### src/rtl/mmu_tlb_xlat.sv
// rtl/mmu_tlb_xlat.sv - registered VA->PA translation with kseg0/kseg1 windows and fully-associative TLB
module mmu_tlb_xlat #(
    parameter int ENTRIES = 8,
    parameter int ASID_W  = 8,
    parameter int IDX_W   = $clog2(ENTRIES)
) (
    input  logic              clk,
    input  logic              rst,
    input  logic              k0_cached,
    input  logic              req_valid,
    output logic              req_ready,
    input  logic [31:0]       req_vaddr,
    input  logic [ASID_W-1:0] req_asid,
    input  logic              req_write,
    output logic              rsp_valid,
    input  logic              rsp_ready,
    output logic [31:0]       rsp_paddr,
    output logic              rsp_cached,
    output logic [1:0]        rsp_exc,
    input  logic              tlb_we,
    input  logic [IDX_W-1:0]  tlb_index,
    input  logic [19:0]       tlb_vpn,
    input  logic [ASID_W-1:0] tlb_asid,
    input  logic              tlb_g,
    input  logic [19:0]       tlb_pfn,
    input  logic              tlb_v,
    input  logic              tlb_d,
    input  logic              tlb_c,
    output logic [15:0]       miss_count
);

    localparam logic [1:0] EXC_NONE  = 2'b00;
    localparam logic [1:0] EXC_MISS  = 2'b01;
    localparam logic [1:0] EXC_INV   = 2'b10;
    localparam logic [1:0] EXC_CLEAN = 2'b11;

    logic [ENTRIES-1:0] present_q, present_d;
    logic [19:0]        vpn_q  [ENTRIES];
    logic [19:0]        vpn_d  [ENTRIES];
    logic [ASID_W-1:0]  asid_q [ENTRIES];
    logic [ASID_W-1:0]  asid_d [ENTRIES];
    logic [19:0]        pfn_q  [ENTRIES];
    logic [19:0]        pfn_d  [ENTRIES];
    logic [ENTRIES-1:0] g_q, g_d, v_q, v_d, d_q, d_d, c_q, c_d;

    logic        rsp_valid_q, rsp_valid_d;
    logic [31:0] rsp_paddr_q, rsp_paddr_d;
    logic        rsp_cached_q, rsp_cached_d;
    logic [1:0]  rsp_exc_q, rsp_exc_d;
    logic [15:0] miss_count_q, miss_count_d;

    logic             accept;
    logic             hit;
    logic [IDX_W-1:0] hit_idx;
    logic [31:0]      xl_paddr;
    logic             xl_cached;
    logic [1:0]       xl_exc;

    assign req_ready  = !rsp_valid_q || rsp_ready;
    assign accept     = req_valid && req_ready;
    assign rsp_valid  = rsp_valid_q;
    assign rsp_paddr  = rsp_paddr_q;
    assign rsp_cached = rsp_cached_q;
    assign rsp_exc    = rsp_exc_q;
    assign miss_count = miss_count_q;

    // Descending scan so the lowest matching index is the one left standing.
    always_comb begin
        hit     = 1'b0;
        hit_idx = '0;
        for (int i = ENTRIES - 1; i >= 0; i--) begin
            if (present_q[i] && vpn_q[i] == req_vaddr[31:12] &&
                (g_q[i] || asid_q[i] == req_asid)) begin
                hit     = 1'b1;
                hit_idx = IDX_W'(i);
            end
        end
    end

    always_comb begin
        xl_paddr  = 32'h0;
        xl_cached = 1'b0;
        xl_exc    = EXC_NONE;
        if (req_vaddr[31:29] == 3'b101) begin
            xl_paddr = req_vaddr - 32'hA000_0000;
        end else if (req_vaddr[31:29] == 3'b100) begin
            xl_paddr  = req_vaddr - 32'h8000_0000;
            xl_cached = k0_cached;
        end else if (hit) begin
            xl_paddr  = {pfn_q[hit_idx], req_vaddr[11:0]};
            xl_cached = c_q[hit_idx];
            if (!v_q[hit_idx]) begin
                xl_exc = EXC_INV;
            end else if (req_write && !d_q[hit_idx]) begin
                xl_exc = EXC_CLEAN;
            end
        end else begin
            xl_exc = EXC_MISS;
        end
    end

    always_comb begin
        rsp_valid_d  = rsp_valid_q;
        rsp_paddr_d  = rsp_paddr_q;
        rsp_cached_d = rsp_cached_q;
        rsp_exc_d    = rsp_exc_q;
        miss_count_d = miss_count_q;
        if (accept) begin
            rsp_valid_d  = 1'b1;
            rsp_paddr_d  = xl_paddr;
            rsp_cached_d = xl_cached;
            rsp_exc_d    = xl_exc;
            if (xl_exc == EXC_MISS && miss_count_q != 16'hFFFF) begin
                miss_count_d = miss_count_q + 16'd1;
            end
        end else if (rsp_ready) begin
            rsp_valid_d = 1'b0;
        end
    end

    always_comb begin
        present_d = present_q;
        vpn_d     = vpn_q;
        asid_d    = asid_q;
        pfn_d     = pfn_q;
        g_d       = g_q;
        v_d       = v_q;
        d_d       = d_q;
        c_d       = c_q;
        if (tlb_we) begin
            present_d[tlb_index] = 1'b1;
            vpn_d[tlb_index]     = tlb_vpn;
            asid_d[tlb_index]    = tlb_asid;
            pfn_d[tlb_index]     = tlb_pfn;
            g_d[tlb_index]       = tlb_g;
            v_d[tlb_index]       = tlb_v;
            d_d[tlb_index]       = tlb_d;
            c_d[tlb_index]       = tlb_c;
        end
    end

    always_ff @(posedge clk) begin
        if (rst) begin
            present_q    <= '0;
            rsp_valid_q  <= 1'b0;
            rsp_paddr_q  <= 32'h0;
            rsp_cached_q <= 1'b0;
            rsp_exc_q    <= EXC_NONE;
            miss_count_q <= 16'h0;
        end else begin
            present_q    <= present_d;
            rsp_valid_q  <= rsp_valid_d;
            rsp_paddr_q  <= rsp_paddr_d;
            rsp_cached_q <= rsp_cached_d;
            rsp_exc_q    <= rsp_exc_d;
            miss_count_q <= miss_count_d;
        end
    end

    // Entry payload needs no reset; the present flags gate every use of it.
    always_ff @(posedge clk) begin
        vpn_q  <= vpn_d;
        asid_q <= asid_d;
        pfn_q  <= pfn_d;
        g_q    <= g_d;
        v_q    <= v_d;
        d_q    <= d_d;
        c_q    <= c_d;
    end

endmodule

### config.mk
export PLATFORM = sky130hd
export DESIGN_NAME = mmu_tlb_xlat
export DESIGN_NICKNAME = d
export VERILOG_FILES = /design/src/rtl/mmu_tlb_xlat.sv
export SDC_FILE = /design/constraint.sdc
export NUM_CORES = 1
export LEC_CHECK = 0
export ABC_CLOCK_PERIOD_IN_PS = 8900
export CAP_MARGIN = 10
export CORE_ASPECT_RATIO = 0.8
export CORE_MARGIN = 5
export CORE_UTILIZATION = 55
export DETAILED_ROUTE_END_ITERATION = 10
export GPL_ROUTABILITY_DRIVEN = 0
export HOLD_SLACK_MARGIN = 0.05
export PLACE_DENSITY = 0.74
export SYNTH_ARGS = -nofsm -noshare
export SYNTH_HDL_FRONTEND = slang
export SYNTH_SLANG_ARGS = --single-unit
export TNS_END_PERCENT = 50
### constraint.sdc
create_clock -name clk -period 8.9 [get_ports clk]
set_input_delay 0.89 -clock clk [delete_from_list [all_inputs] [get_ports clk]]
set_output_delay 0.89 -clock clk [all_outputs]
set_load 0.1 [all_outputs]
# Word level (Yosys, flattened, before mapping)

Cells that the tools add are included.

Flip-flop bits (word level): 476
Logic and storage cells: 151

Add/subtract/negate cells: 3
Magnitude comparators: 6
Equality and inequality tests: 20
Muxes and demuxes: 51
Bitwise operators: 3
Reduce and logical (&&, ||, !) cells: 34

Operator list:

| kind                   | count |
|---|---|
| $bwmux 160             | 2 |
| $eq 20x20->1           | 8 |
| $mux 32                | 3 |
| $bwmux 64              | 1 |
| $eq 8x8->1             | 8 |
| $sub 32x32->32 const B | 2 |
| $bmux 20 s3            | 1 |
| $demux 20 s3           | 1 |
| $mux 20                | 3 |
| $bwmux 8               | 4 |
| $demux 8 s3            | 1 |
| $mux 3                 | 8 |
| $logic_and 1x1->1      | 21 |
| $mux 1                 | 17 |
| $add 16x1->16 const B  | 1 |
| $ne 16x16->1 const B   | 1 |
| $mux 2                 | 5 |
| $bmux 1 s3             | 3 |
| $logic_or 1x1->1       | 9 |
| $ge 4x4->1 const B     | 2 |
| $lt 3x4->1 const B     | 2 |
| $mux 8                 | 1 |
| $not 3->4              | 2 |
| $or 8x8->8             | 1 |
| other kinds (8)        | 10 |

# Logic depth before layout (Yosys ltp)

Gate-level depths: netlist (run 1).

Word-level depth: 23
Mapped depth: 13
Gate-level depth less buffers: 10

# Worst setup path after synthesis (run 1)

No wires, ideal clock.

Path kind: input port to flip-flop
Start: input port tlb_index[0]
End: register asid_q[56] (netlist name), enable pin
Library setup time: 0.529 ns
Arrival time: 4.666 ns
Required time: 8.371 ns
Slack: 3.706 ns
Cell stages on the path: 2
Path buffers: 0
Cell sequence: nand2b_1 -> nor3_1

RTL lines:

| item                   | RTL line | text |
|---|---|---|
| start: declaration     | 21       | `input logic [IDX_W-1:0] tlb_index,` |
| end signal: assignment | 163      | `asid_q <= asid_d;` |
| end: declaration       | 40       | `logic [ASID_W-1:0] asid_q [ENTRIES];` |

# Final worst setup path (run 1)

Start: input port req_vaddr[31]
End: register rsp_paddr_q[18], in the netlist rsp_paddr[18]

Longest elaborated chain between the ends: 18
Elaborated cells on any way between the ends: 49
Those cells by class: 10 x eq/ne; 22 x mux; 1 x bitwise; 16 x reduce/logical

Ends and longest elaborated chain:

| item                                        | RTL line | text |
|---|---|---|
| start: declaration                          | 12       | `input logic [31:0] req_vaddr,` |
| $eq 20x20->1                                | 72       | `if (present_q[i] && vpn_q[i] == req_vaddr[31:12] &&` |
| $logic_and 1x1->1 (2 in series)             | 72       |  |
| $mux 3 (8 in series)                        | 72       |  |
| $not 3->4 (implied by the code)             | 90       | `xl_paddr = {pfn_q[hit_idx], req_vaddr[11:0]};` |
| $bmux 20 s3                                 | 90       |  |
| $mux 20 (implied by the code) (2 in series) | 90       |  |
| $mux 32                                     | 89       | `end else if (hit) begin` |
| $mux 32                                     | 86       | `end else if (req_vaddr[31:29] == 3'b100) begin` |
| $mux 32 *                                   | 84       | `if (req_vaddr[31:29] == 3'b101) begin` |
| end signal: assignment                      | 153      | `rsp_paddr_q <= rsp_paddr_d;` |
| end: declaration                            | 47       | `logic [31:0] rsp_paddr_q, rsp_paddr_d;` |

Mark *: on every way between the ends. The rest lies on a longest branch, timed or not. The select of a mux whose other input is x is not followed.
A chain may end at the register's enable or synchronous reset.

==> results of run 1 <==
-- placed cells by master (no fill, tap or decap), types with 6 or more instances in the layout --
cell type        count
a21oi_1             37
buf_4               17
nor3_1              11
a211oi_1            22
mux2i_1             27
xor2_1             190
nor4_1              74
clkdlybuf4s50_1    154
inv_1               12
edfxtp_1           416
nor2_1              50
o21ai_1             19
nand4_1             26
a21boi_0            19
and3_1              20
o311ai_1            17
nand4b_1             8
nor2_4               6
nand3_1             31
clkbuf_8             8
clkbuf_1            23
or4_1               26
xnor2_1             44
a2111o_1            17
o21ai_0             28
a21oi_2             17
nand2_1             40
a22oi_1             12
dfxtp_1             60
clkbuf_16           47
-- Yosys cell counts, types with 8 or more instances --
cell | count | area [um2]
a2111o_1 | 17 | 191
a211oi_1 | 22 | 165
a21boi_0 | 19 | 143
a21oi_1 | 37 | 185
a21oi_2 | 17 | 149
a22oi_1 | 12 | 90.1
and3_1 | 20 | 125
buf_2 | 11 | 55.1
buf_4 | 19 | 143
buf_6 | 14 | 158
clkbuf_1 | 33 | 124
dfxtp_1 | 60 | 1200
edfxtp_1 | 416 | 12500
inv_1 | 12 | 45.0
mux2i_1 | 27 | 270
nand2_1 | 40 | 150
nand3_1 | 32 | 160
nand4_1 | 26 | 163
nand4b_1 | 8 | 70.1
nor2_1 | 56 | 210
nor3_1 | 14 | 70.1
nor4_1 | 74 | 463
o21ai_0 | 28 | 140
o21ai_1 | 20 | 100
o311ai_1 | 17 | 149
or4_1 | 26 | 195
xnor2_1 | 44 | 385
xor2_1 | 190 | 1660
-- metal layers --
layer / vias up / global-route usage, % / part of all wire [%]
met2: 788 / 38.3 / 44
met4: 0 / 7.67 / 2.7
met5: - / 0 / 0
met1: 6372 / 38.9 / 41
met3: 109 / 6.57 / 12
li1: 5653 / - / -
-- sequential cells by signal, summed over array words and instances, names as in the netlist --
register and count:
vpn_q 160, d_q 8, c_q 8, asid_q 64, rsp_exc 2, rsp_cached 1, miss_count 16, pfn_q 160
present_q 8, g_q 8, v_q 8, rsp_paddr 32, rsp_valid 1
-- cell type report --
class	count	area, um2	share of cell area [%]
sequential	476	13700	58.2
multi-input combinational	829	6090	25.9
timing repair buffer	171	1670	7.10
clock buffer	78	1370	5.84
tap	480	601	2.55
inverter	12	45.0	0.192
clock inverter	6	32.5	0.138
-- where the power goes --
group / switching, mW / total [mW] / internal (mW)
registers: 0.0303 / 2.53 / 2.50
clock network: 0.797 / 1.84 / 1.04
logic: 0.277 / 0.398 / 0.121
-- critical path: stages --
cell	delay, ns
clkdlybuf4s50_1	1.19
xor2_1	0.23
nor4_1	0.35
nand2_1	0.11
nor4_1	0.66
a211oi_2	0.12
o21a_2	0.56
nor2_8	0.96
o311ai_1	0.23
a2111o_1	0.46
a21oi_2	0.15
-- how the worst max path moves through the flow --
stage	from	end	slack, ns	cells past startpoint
2_1_floorplan	tlb_index[0]	asid_q[56]	3.71	2
3_3_place_gp	req_vaddr[31]	rsp_paddr[20]	3.17	11
3_5_place_dp	req_vaddr[31]	rsp_paddr[18]	3.00	11
4_1_cts	req_vaddr[31]	rsp_paddr[18]	3.55	11
5_1_grt	req_vaddr[31]	rsp_exc[1]	3.03	11
6_report	req_vaddr[31]	rsp_paddr[18]	3.41	11
-- through the flow --
stage / power, mW / setup WS, ns / utilization, %
finish: 4.77 / 3.41 / 65.0
detailed placement: 2.97 / 3.00 / 61.1
CTS: 4.79 / 3.55 / 65.0
global route: 4.91 / 3.03 / 65.0
floorplan: 2.81 / 3.71 / -
global placement: 2.96 / 3.17 / 61.1
-- cell families after synthesis --
| family | count (synthesis) | synth area share (%) |
|---|---|---|
| muxes | 31 | 1.56 |
| adders and majority gates | 4 | 0.247 |
| and+or+nand+nor | 340 | 10.0 |
| xor gates and xnor gates | 234 | 10.1 |
| DFF | 476 | 67.6 |
| buffers and inverters | 94 | 2.80 |
| AOI/OAI and AO/OA | 220 | 7.74 |
==> metrics.txt, run 1 <==
Worst R2R Setup Slack 4.39 ns; maximum clock rate 182 MHz; ANT nets after route 0; hold path depth 2; flops & latches, synth 476; reg2reg end rsp_paddr[18]; Die Area 40,800 um2; Skew-Pair Late Insertion Delay 0.57 ns; # hold bufs at CTS 0; Lkg Pwr 7.44 nW; Startpoint Class input pin; worst reg2reg path depth 10; Total Routing Usage GR 26.1%; initial antenna violation count 0; Die Width 225 um; clock sinks 476; final hold slack 0.507 ns; setup bufs post-CTS 0; post-synth net total 1,505; worst path arrival time 5.97 ns; Clock Skew 0.0277 ns; Main synth FF type edfxtp_1; clk buf depth 3; largest net degree at the start of global routing 64; total CTS buffers 45; CTS tree built; Core ar. 36,100 um2; total wire length 54,200 um; initial drt markers 1,509; Final period util 61.7%; Max VDD drop 0.180 mV; Critical Path End Type flip-flop; first-pass GRT wire length 80,600 um; Routed wire per std cell 26.4 um; Ports 155; fin crit period 5.49 ns; Inserted Diodes 0; setup TNS 0 ns; # placed instances 1,968; CP required 9.38 ns; share of cells above drive strength 1 8.14%; RSZ-0062 raised after global routing false; number of flops mapped to enable cells by yosys 416; std cell rows 62; Seq/Total Area, Yosys 67.6%; Slew Viols, Final 0; Net count, final 1,641; CTS root buf clkbuf_16; Slew HR 22.6%; Final Setup Violations 0; number of max-cap violations 0; worst reg2reg startpoint vpn_q[43]; synth-to-layout area growth 16.0%; CP Class in -> reg; WHS Endpoint miss_count[15]; status completed; Placement Cell Area 22,100 um2; drt via density 6.30; post-cts sizing count 0; port buffer count 154; P per Cell Area 203 nW/um2; Post-Synthesis Cells 1,399; CTS H-tree lvls 2; Synth Warn # 0; worst-margin pin slew 1.16 ns; Die Span Y 182 um; total gr overflow 0; Mapped Area 20,300 um2; Syn Area/Cell 14.5 um2; final hold vios 0; vias in the first global route 12,625; Netlist cell types 71; hold_sp miss_count[15]; Final Cell Area 23,500 um2; type of the worst min-delay path reg -> reg; Fillers 2,648; starting density of the core 56.1%; crit path max fanout 63; Async SR Flop Fraction 0%; fin cells 2,052; Post-route DRC 0; First-pass DRT Iterations 6; total vias in the final route 12,922; DP HPWL 34,100 um; Worst-path clk slew 0.06 ns
Note: power is estimated with default switching activity, not from simulation.
==> run 2, diff against run 1 <==
ABC_CLOCK_PERIOD_IN_PS = 4700   (was 8900)
CORE_UTILIZATION = 53   (was 55)
clock period = 4.7 ns   (was 8.9 ns; I/O delays follow)
==> run 2 against run 1 <==
First-iteration DRC count up 3.6%. Largest cell class unchanged. Sequential power grew 90%. Worst hold slack worse by 0.0042 ns. Critical path depth unchanged. Die area rose by 3.6%. Sequential cell count stayed put. Register-to-register slack lost 3.4 ns. Combinational power increased by 96%. Count of clock-buffer cells in the layout decreased by 18.
==> metrics.txt, run 2 (synthesized netlist as in run 1, its figures left out) <==
status completed; P per Cell Area 382 nW/um2; crit-path cells clkdlybuf4s50_1 -> xor2_1 -> nor4_1 -> nand4_1 -> nor4_1 -> nor4_1 -> buf_4 -> nor4b_2 -> nand3b_1 -> or3_1 -> a21oi_1; Worst-path clk slew 0.06 ns; Final Setup Violations 0; vias in the first global route 12,903; Top delay family on crit path simple AND/OR/NAND/NOR gates; Total Routing Usage GR 25.6%; worst path arrival time 4.47 ns; setup bufs post-CTS 0; Net count, final 1,698; # hold bufs at CTS 0; maximum clock rate 251 MHz; share of cells above drive strength 1 11.6%; CTS H-tree lvls 2; Post-route DRC 0; crit path max fanout 9; Max VDD drop 0.322 mV; Pint 7.08 mW; Clock Skew 0.0273 ns; drt via density 6.20; Slew Viols, Final 0; Die Area 42,300 um2; most common cell after layout, fill and taps aside edfxtp_1; critical path's slowest cell clkdlybuf4s50_1; port buffer count 154; fin cells 2,127; Skew-Pair Late Insertion Delay 0.57 ns; # placed instances 2,038; Core ar. 38,000 um2; most used cell, CP nor4_1; Power Total 9.25 mW; CP bufs+invs 2; Flop pwr share 51.9%; RSZ-0062 raised after global routing false; ANT nets after route 0; clock sinks 476; Final period util 84.9%; total gr overflow 0; Die Width 229 um; Die Span Y 185 um; Routed wire per std cell 25.9 um; starting density of the core 53.3%; setup TNS 0 ns; total vias in the final route 13,194; clock share of power 39.7%; initial drt markers 1,564; sw frac 23.4%; pre-CTS WS 0.183 ns; CP required 5.18 ns; number of max-cap violations 0; final hold vios 0; type of the worst min-delay path reg -> reg; CTS tree built; total CTS buffers 47; largest net degree at the start of global routing 54; most frequent cells in the layout 416 x edfxtp_1, 190 x xor2_1, 154 x clkdlybuf4s50_1; Lkg Pwr 7.81 nW; total wire length 55,200 um; Sw Pwr 2.17 mW; Placement Cell Area 22,700 um2; worst-margin pin slew 1.20 ns; post-cts sizing count 0; Setup WS post-layout 0.709 ns; initial antenna violation count 1; Comb pwr share 8.4%; DP HPWL 36,100 um; Startpoint Class input pin; first-pass GRT wire length 81,400 um; std cell rows 64; Worst path max stage delay 0.84 ns; Slew HR 19.7%; fin crit period 3.99 ns; clk buf depth 3; First-pass DRT Iterations 5; CTS root buf clkbuf_16; Critical Path End Type flip-flop; Ports 155; Top Registers pfn_q x160, vpn_q x160, asid_q x64; synth-to-layout area growth 19.5%; Final Cell Area 24,200 um2; CP Class in -> reg
run 2: cell types whose count changed in the layout (fill, tap and decap cells not counted), sizes merged:
cell	delta
buf	+55
clkbuf	-18
clkinv	+15
clkinvlp	+4
bufinv	+3
diode	+1
run 2: final cells by class:
class	count	area, um2
Clock buffer	60	1280
Timing Repair Buffer	226	2260
Clock inverter	28	230
Multi-Input combinational cell	829	6100
Fill cell	2731	13800
Tap cell	495	619
Inverter	12	45.0
Antenna cell	1	2.50
Sequential cell	476	13700
run 2: power by group through the flow:
stage,registers (mW),clock network (mW),logic [mW]
final,4.80,3.67,0.781
after global routing,4.80,3.90,0.820
after CTS,4.79,3.72,0.775
after detailed placement,4.88,0,0.770
after global placement,4.88,0,0.759
after floorplan,5.00,0,0.310
run 2: path summary, 6_finish.rpt:
path                                startpoint              to  slack, ns  depth (start not counted)
worst max register to register      asid_q[15]      rsp_exc[1]       1.02                         10
worst max-delay path             req_vaddr[20]  miss_count[11]       0.71                         11
worst min-delay path            miss_count[15]  miss_count[15]       0.50                          2
worst min register to register  miss_count[15]  miss_count[15]       0.50                          2
run 2: tightest hold or removal path: stages, from the launching register on:
cell and delay, ns:
dfxtp_1 0.32, o21ai_0 0.07, a21oi_1 0.06
run 2: through the flow:
stage               hold WS [ns]  util, %
floorplan                  0.462        -
global placement           0.480     59.7
detailed placement         0.492     59.7
CTS                        0.499     63.7
global route               0.518     63.7
finish                     0.503     63.7
run 2: layer usage:
layer  GRT usage (%)  routed length [um]
met5               0                   0
met3            6.51                6200
met1            36.8               22600
met2            39.0               24700
met4            7.93                1740
